[src/rtl/imem_arbiter_pkg.sv]
// RV32I shared definitions: IMEM read-return owner encoding and the canonical NOP word.
package RV32I_definitions;

   typedef enum logic [1:0] {
      OWNER_NONE = 2'd0,
      OWNER_IF   = 2'd1,
      OWNER_LD   = 2'd2
   } rd_owner_t;

   // addi x0, x0, 0
   localparam logic [31:0] NOP_INSTR = 32'h00000013;

endpackage

[src/rtl/imem_arbiter.sv]
// IMEM arbiter (fetch vs loader): combinational grant, read data 1 cycle after grant; no gnt means the requester holds.
// IMEM_ARB_RANGE_CHECK_EN adds addr_err, which turns out-of-range accesses into NOP reads and dropped writes.
module imem_arbiter
   import RV32I_definitions::*;
#(
   parameter int ADDR_WIDTH      = 32,
   parameter int IMEM_DATA_DEPTH = 1024,
   parameter int LD_BURST_MAX    = 4,
   localparam int MW             = $clog2(IMEM_DATA_DEPTH)
) (
   input  logic                  clk,
   input  logic                  resetn,
   input  logic                  if_req,
   input  logic [ADDR_WIDTH-1:0] if_addr,
   output logic                  if_gnt,
   output logic                  if_rvalid,
   output logic [31:0]           if_rdata,
   input  logic                  ld_req,
   input  logic                  ld_we,
   input  logic [ADDR_WIDTH-1:0] ld_addr,
   input  logic [31:0]           ld_wdata,
   output logic                  ld_gnt,
   output logic                  ld_rvalid,
   output logic [31:0]           ld_rdata,
   output logic                  mem_en,
   output logic                  mem_we,
   output logic [MW-1:0]         mem_addr,
   output logic [31:0]           mem_wdata,
   input  logic [31:0]           mem_rdata
`ifdef IMEM_ARB_RANGE_CHECK_EN
   ,output logic                 addr_err
`endif
);

   localparam int CW = $clog2(LD_BURST_MAX + 1);
   localparam logic [CW-1:0] BURST_MAX = CW'(LD_BURST_MAX);

   rd_owner_t     rd_owner, rd_owner_next;
   logic [CW-1:0] burst_cnt;
   logic          burst_full;
   logic [MW-1:0] if_idx, ld_idx;
   logic          if_bad, ld_bad;
   logic          rd_err;
   logic [31:0]   ret_data;
   logic          unused_addr_lsbs;

   assign if_idx           = if_addr[MW+1:2];
   assign ld_idx           = ld_addr[MW+1:2];
   assign unused_addr_lsbs = ^{if_addr[1:0], ld_addr[1:0]};
   assign burst_full       = (burst_cnt == BURST_MAX);

`ifdef IMEM_ARB_RANGE_CHECK_EN
   logic err_q;

   assign if_bad = (|if_addr[ADDR_WIDTH-1:MW+2]) || (32'(if_idx) >= 32'(IMEM_DATA_DEPTH));
   assign ld_bad = (|ld_addr[ADDR_WIDTH-1:MW+2]) || (32'(ld_idx) >= 32'(IMEM_DATA_DEPTH));

   // Error flag rides alongside rd_owner so it lands in the same slot as rvalid.
   always_ff @(posedge clk or negedge resetn) begin
      if (!resetn) err_q <= 1'b0;
      else         err_q <= (if_gnt && if_bad) || (ld_gnt && ld_bad);
   end

   assign rd_err   = err_q;
   assign addr_err = err_q;
`else
   logic unused_addr_msbs;

   assign if_bad           = 1'b0;
   assign ld_bad           = 1'b0;
   assign rd_err           = 1'b0;
   assign unused_addr_msbs = ^{if_addr[ADDR_WIDTH-1:MW+2], ld_addr[ADDR_WIDTH-1:MW+2]};
`endif

   // Grants are masked during reset so every output is quiet while resetn is low.
   always_comb begin
      if_gnt = resetn && if_req && (!ld_req || burst_full);
      ld_gnt = resetn && ld_req && !(if_req && burst_full);
   end

   always_comb begin
      mem_en    = 1'b0;
      mem_we    = 1'b0;
      mem_addr  = '0;
      mem_wdata = '0;
      if (if_gnt && !if_bad) begin
         mem_en   = 1'b1;
         mem_addr = if_idx;
      end else if (ld_gnt && !ld_bad) begin
         mem_en    = 1'b1;
         mem_we    = ld_we;
         mem_addr  = ld_idx;
         mem_wdata = ld_wdata;
      end
   end

   always_ff @(posedge clk or negedge resetn) begin
      if (!resetn)                  burst_cnt <= '0;
      else if (if_gnt || !if_req)   burst_cnt <= '0;
      else if (ld_gnt && !burst_full) burst_cnt <= burst_cnt + CW'(1);
   end

   always_ff @(posedge clk or negedge resetn) begin
      if (!resetn) rd_owner <= OWNER_NONE;
      else         rd_owner <= rd_owner_next;
   end

   always_comb begin
      rd_owner_next = OWNER_NONE;
      if (if_gnt)                rd_owner_next = OWNER_IF;
      else if (ld_gnt && !ld_we) rd_owner_next = OWNER_LD;
   end

   assign ret_data = rd_err ? NOP_INSTR : mem_rdata;

   always_comb begin
      if_rvalid = 1'b0;
      if_rdata  = '0;
      ld_rvalid = 1'b0;
      ld_rdata  = '0;
      case (rd_owner)
         OWNER_IF: begin
            if_rvalid = 1'b1;
            if_rdata  = ret_data;
         end
         OWNER_LD: begin
            ld_rvalid = 1'b1;
            ld_rdata  = ret_data;
         end
         default: ;
      endcase
   end

endmodule
[config.mk]
export PLATFORM = sky130hd
export DESIGN_NAME = imem_arbiter
export DESIGN_NICKNAME = d
export VERILOG_FILES = /design/src/rtl/imem_arbiter_pkg.sv /design/src/rtl/imem_arbiter.sv
export SDC_FILE = /design/constraint.sdc
export NUM_CORES = 1
export LEC_CHECK = 0
export ABC_CLOCK_PERIOD_IN_PS = 1640
export BUFFER_PORTS_ARGS = -buffer_cell sky130_fd_sc_hd__buf_2
export CORE_AREA = 8 8 90 92
export DETAILED_ROUTE_END_ITERATION = 8
export DIE_AREA = 0 0 98 100
export GPL_TIMING_DRIVEN = 0
export SYNTH_ARGS = -nofsm -noshare
export SYNTH_HDL_FRONTEND = slang
export SYNTH_SLANG_ARGS = --single-unit
[constraint.sdc]
create_clock -name clk -period 1.64 [get_ports clk]
set_input_delay 0.328 -clock clk [delete_from_list [all_inputs] [get_ports clk]]
set_output_delay 0.328 -clock clk [all_outputs]
set_load 0.03 [all_outputs]
==> metrics.txt <==
status=finished with violations; violations in the final reports=negative setup slack; Distinct cells, synth=22; type of element capturing the critical path=output port; fraction of layout cells with a size suffix above 1=91.20%; sequential share of power=11.2%; Worst EP required=1310 ps; Die Span X=98 um; clock input transition at the sequential cells of the worst setup and hold paths=40 ps; buffer type at the clock tree root=sky130_fd_sc_hd__clkbuf_8; part of the power in combinational logic=69.3%; Max H-tree Level=1; Site Rows=30; # port buffers=200; endpoint of the worst hold-timing path=rd_owner[1]; Mapped Avg Cell Area=7.243 um2; pin count of the biggest net entering global routing=11; area of the die=9800 um2; total number of nets in the final design=511; effective utilization at floorplan=16.03%; total clock buffers created by CTS=3; slew margin rel.=81.56%; worst flop-to-flop path endpoint=rd_owner[0]; worst-margin pin slew=276.6 ps; Worst Hold Margin=399.5 ps; fin util=52.52%; post-layout worst setup margin=-283.1 ps; Worst EP arrival=1600 ps; cells on worst reg2reg path=7; number of sinks handled by clock tree synthesis=5; number of global-route vias before repair=2211; switching power share of the total=39.10%; placer congestion estimate=0.7638; TritonCTS clock tree=built; HP Class=in -> reg; Placeable Area=6644 um2; number of antenna violations at the first check in global routing=0; Post-Syn Nets=282; Hold Vio Cnt, Final=0; clock latency at the later pin of the worst-skew pair=220 ps; power density cells=335.6 nW/um2; cell types occupying the most area after synthesis=sky130_fd_sc_hd__and2_1 57%, sky130_fd_sc_hd__dfrtp_1 12%, sky130_fd_sc_hd__a22o_1 8.2%, sky130_fd_sc_hd__buf_6 4.2%, sky130_fd_sc_hd__ha_1 2.4%; reg2reg start=burst_cnt[0]; Yosys warning total=0; max-slew violation count=0; gate count after technology mapping=147; switching power total=0.4579 mW; Internal=0.7132 mW; total congestion overflow=0; final setup violating endpoints=63; Post-Synthesis Cell Area=1065 um2; first-iteration detailed-routing DRC count=13; share of power burned in the clock network=19.4%; overall routed net length=7411 um; top fanout value on the critical path=4; total track usage=13.86%; crit start category=flop; count of TritonRoute iterations in the first routing pass=4; cell count of the worst hold path=2; number of nets with antenna violations after detailed routing=0; IR drop worst, VDD=0.3208 mV; final clock skew=4.210 ps; Static Leakage=1.892 nW; final-layout fill cell count=584; routed length per placed instance=16.29 um; area growth from synthesis to final layout=227.7%; HP Start=ld_we; synthesis-stage register bit count=5; fraction of the cycle the final worst path needs=117.3%; detail-routed via count per cell=4.158; MaxCap Viol Count=0; antenna diode count=0; library cell occupying the most area in the post-synthesis netlist=sky130_fd_sc_hd__and2_1; reg-to-reg slack, setup=290 ps; number of vias after detailed routing=1892; crit path kind=reg -> out; half-perimeter wire length after detailed placement=5271 um; global-route wire length before repair=11210 um; boundary pin count=245; fraction of the yosys area taken by sequential cells=11.75%; maximum clock path buffer count=2; min Tclk post-route=1923 ps; count of unresolved DRC violations after routing=0; height of the die=100 um; Max Freq=0.5200 GHz; area fraction of the dominant cell type after synthesis=56.99%; setup repair after global routing missed its margin=true
cells by family (layout without fill, tap and decap cells):
family,count (synthesis),after routing,synth area share (%)
adder cells (fa/ha/maj),2,2,2.350
AO/OA/AOI/OAI,16,16,13.87
AND/OR/NAND/NOR,111,111,64.51
buffers and inverters,13,241,7.520
flip-flops,5,5,11.75
through the flow:
| step | setup TNS (ps) | power (mW) | area (um2) | std cells | worst slack, ps |
|---|---|---|---|---|---|
| 2_1_floorplan | -200.2 | 0.4790 | 1215 | 147 | -22.12 |
| 3_3_place_gp | -16460 | 0.7002 | 2316 | 427 | -353.0 |
| 3_5_place_dp | -17420 | 0.7052 | 2316 | 427 | -370.5 |
| 4_1_cts | -11410 | 1.129 | 3329 | 452 | -286.9 |
| 5_1_grt | -16230 | 1.236 | 3490 | 455 | -335.2 |
| 6_report | -11160 | 1.171 | 3490 | 455 | -283.1 |
layout by cell type, fill, tap and decap left out, types with 3 or more instances in the layout:
cell and count:
sky130_fd_sc_hd__and2_4 76, sky130_fd_sc_hd__buf_8 9, sky130_fd_sc_hd__and2_1 10, sky130_fd_sc_hd__buf_2 99
sky130_fd_sc_hd__clkbuf_4 4, sky130_fd_sc_hd__clkbuf_8 3, sky130_fd_sc_hd__buf_6 105, sky130_fd_sc_hd__a22o_4 9
sky130_fd_sc_hd__buf_4 14, sky130_fd_sc_hd__dfrtp_1 5, sky130_fd_sc_hd__and2_2 11
power groups by stage:
stage	Clock (mW)	Combinational, mW	Sequential, mW
2_1_floorplan	0	0.347	0.132
3_3_place_gp	0	0.568	0.132
3_5_place_dp	0	0.573	0.132
4_1_cts	0.233	0.765	0.131
5_1_grt	0.247	0.857	0.132
6_report	0.227	0.812	0.132
routing by layer:
layer / vias up / global-route usage [%] / share of wire (%) / routed length (um)
met5: - / 0 / 0 / 0
met4: 0 / 1.559 / 0.46 / 34
met3: 2 / 6.436 / 10 / 765
met2: 111 / 27.19 / 54 / 4019
met1: 856 / 13.14 / 35 / 2591
li1: 923 / - / - / -
sequential cells by signal (all words and copies together) (netlist names):
name,flops
rd_owner,2
burst_cnt,3
Yosys cell counts:
library cell                n
sky130_fd_sc_hd__and2_1    97
sky130_fd_sc_hd__a22o_1    10
sky130_fd_sc_hd__clkbuf_1   6
sky130_fd_sc_hd__dfrtp_1    5
sky130_fd_sc_hd__buf_6      4
sky130_fd_sc_hd__a21boi_0   2
sky130_fd_sc_hd__and2b_1    2
sky130_fd_sc_hd__ha_1       2
sky130_fd_sc_hd__inv_1      2
sky130_fd_sc_hd__nand2_1    2
sky130_fd_sc_hd__nand2b_1   2
sky130_fd_sc_hd__nand3_1    2
sky130_fd_sc_hd__nor2b_1    2
sky130_fd_sc_hd__a21boi_1   1
sky130_fd_sc_hd__a31oi_4    1
sky130_fd_sc_hd__buf_2      1
sky130_fd_sc_hd__nand2_2    1
sky130_fd_sc_hd__nor2_1     1
sky130_fd_sc_hd__nor3_1     1
sky130_fd_sc_hd__nor3b_1    1
sky130_fd_sc_hd__o21a_1     1
sky130_fd_sc_hd__o31a_1     1
worst max-delay path by stage:
stage | from | end | slack [ps] | cells past startpoint
4_1_cts | burst_cnt[0] | mem_addr[2] | -290 | 7
6_report | burst_cnt[0] | mem_addr[2] | -280 | 7
5_1_grt | burst_cnt[0] | mem_wdata[29] | -340 | 7
3_3_place_gp | resetn | mem_we | -350 | 6
3_5_place_dp | resetn | mem_we | -370 | 6
2_1_floorplan | burst_cnt[0] | mem_wdata[22] | -20 | 5
what timing repair did:
item / in CTS / in global routing
hold buffers: 1 / 0
setup endpoints to repair: 111 / 110
gates resized for setup: 252 / 55
pin swaps: 23 / 37
buffers inserted: 15 / 2
cloned: 5 / 1
endpoints found under the hold margin: 5 / 0
layout make-up:
| type | count | area [um2] | share of cell area, % |
|---|---|---|---|
| timing repair buffer | 224 | 1881 | 53.89 |
| buffer | 11 | 142.6 | 4.087 |
| tap | 80 | 100.1 | 2.868 |
| inverter | 2 | 7.507 | 0.2151 |
| clock buffer | 4 | 45.04 | 1.291 |
| sequential | 5 | 125.1 | 3.586 |
| multi-input combinational | 129 | 1189 | 34.06 |
worst max-delay path, cell delays in order (launching register included):
cell and delay (ps):
sky130_fd_sc_hd__dfrtp_1 390, sky130_fd_sc_hd__inv_2 80, sky130_fd_sc_hd__ha_4 160, sky130_fd_sc_hd__a31oi_4 110
sky130_fd_sc_hd__buf_12 160, sky130_fd_sc_hd__buf_6 110, sky130_fd_sc_hd__a22o_4 230, sky130_fd_sc_hd__buf_6 130
(Power assumes the default switching activity.)
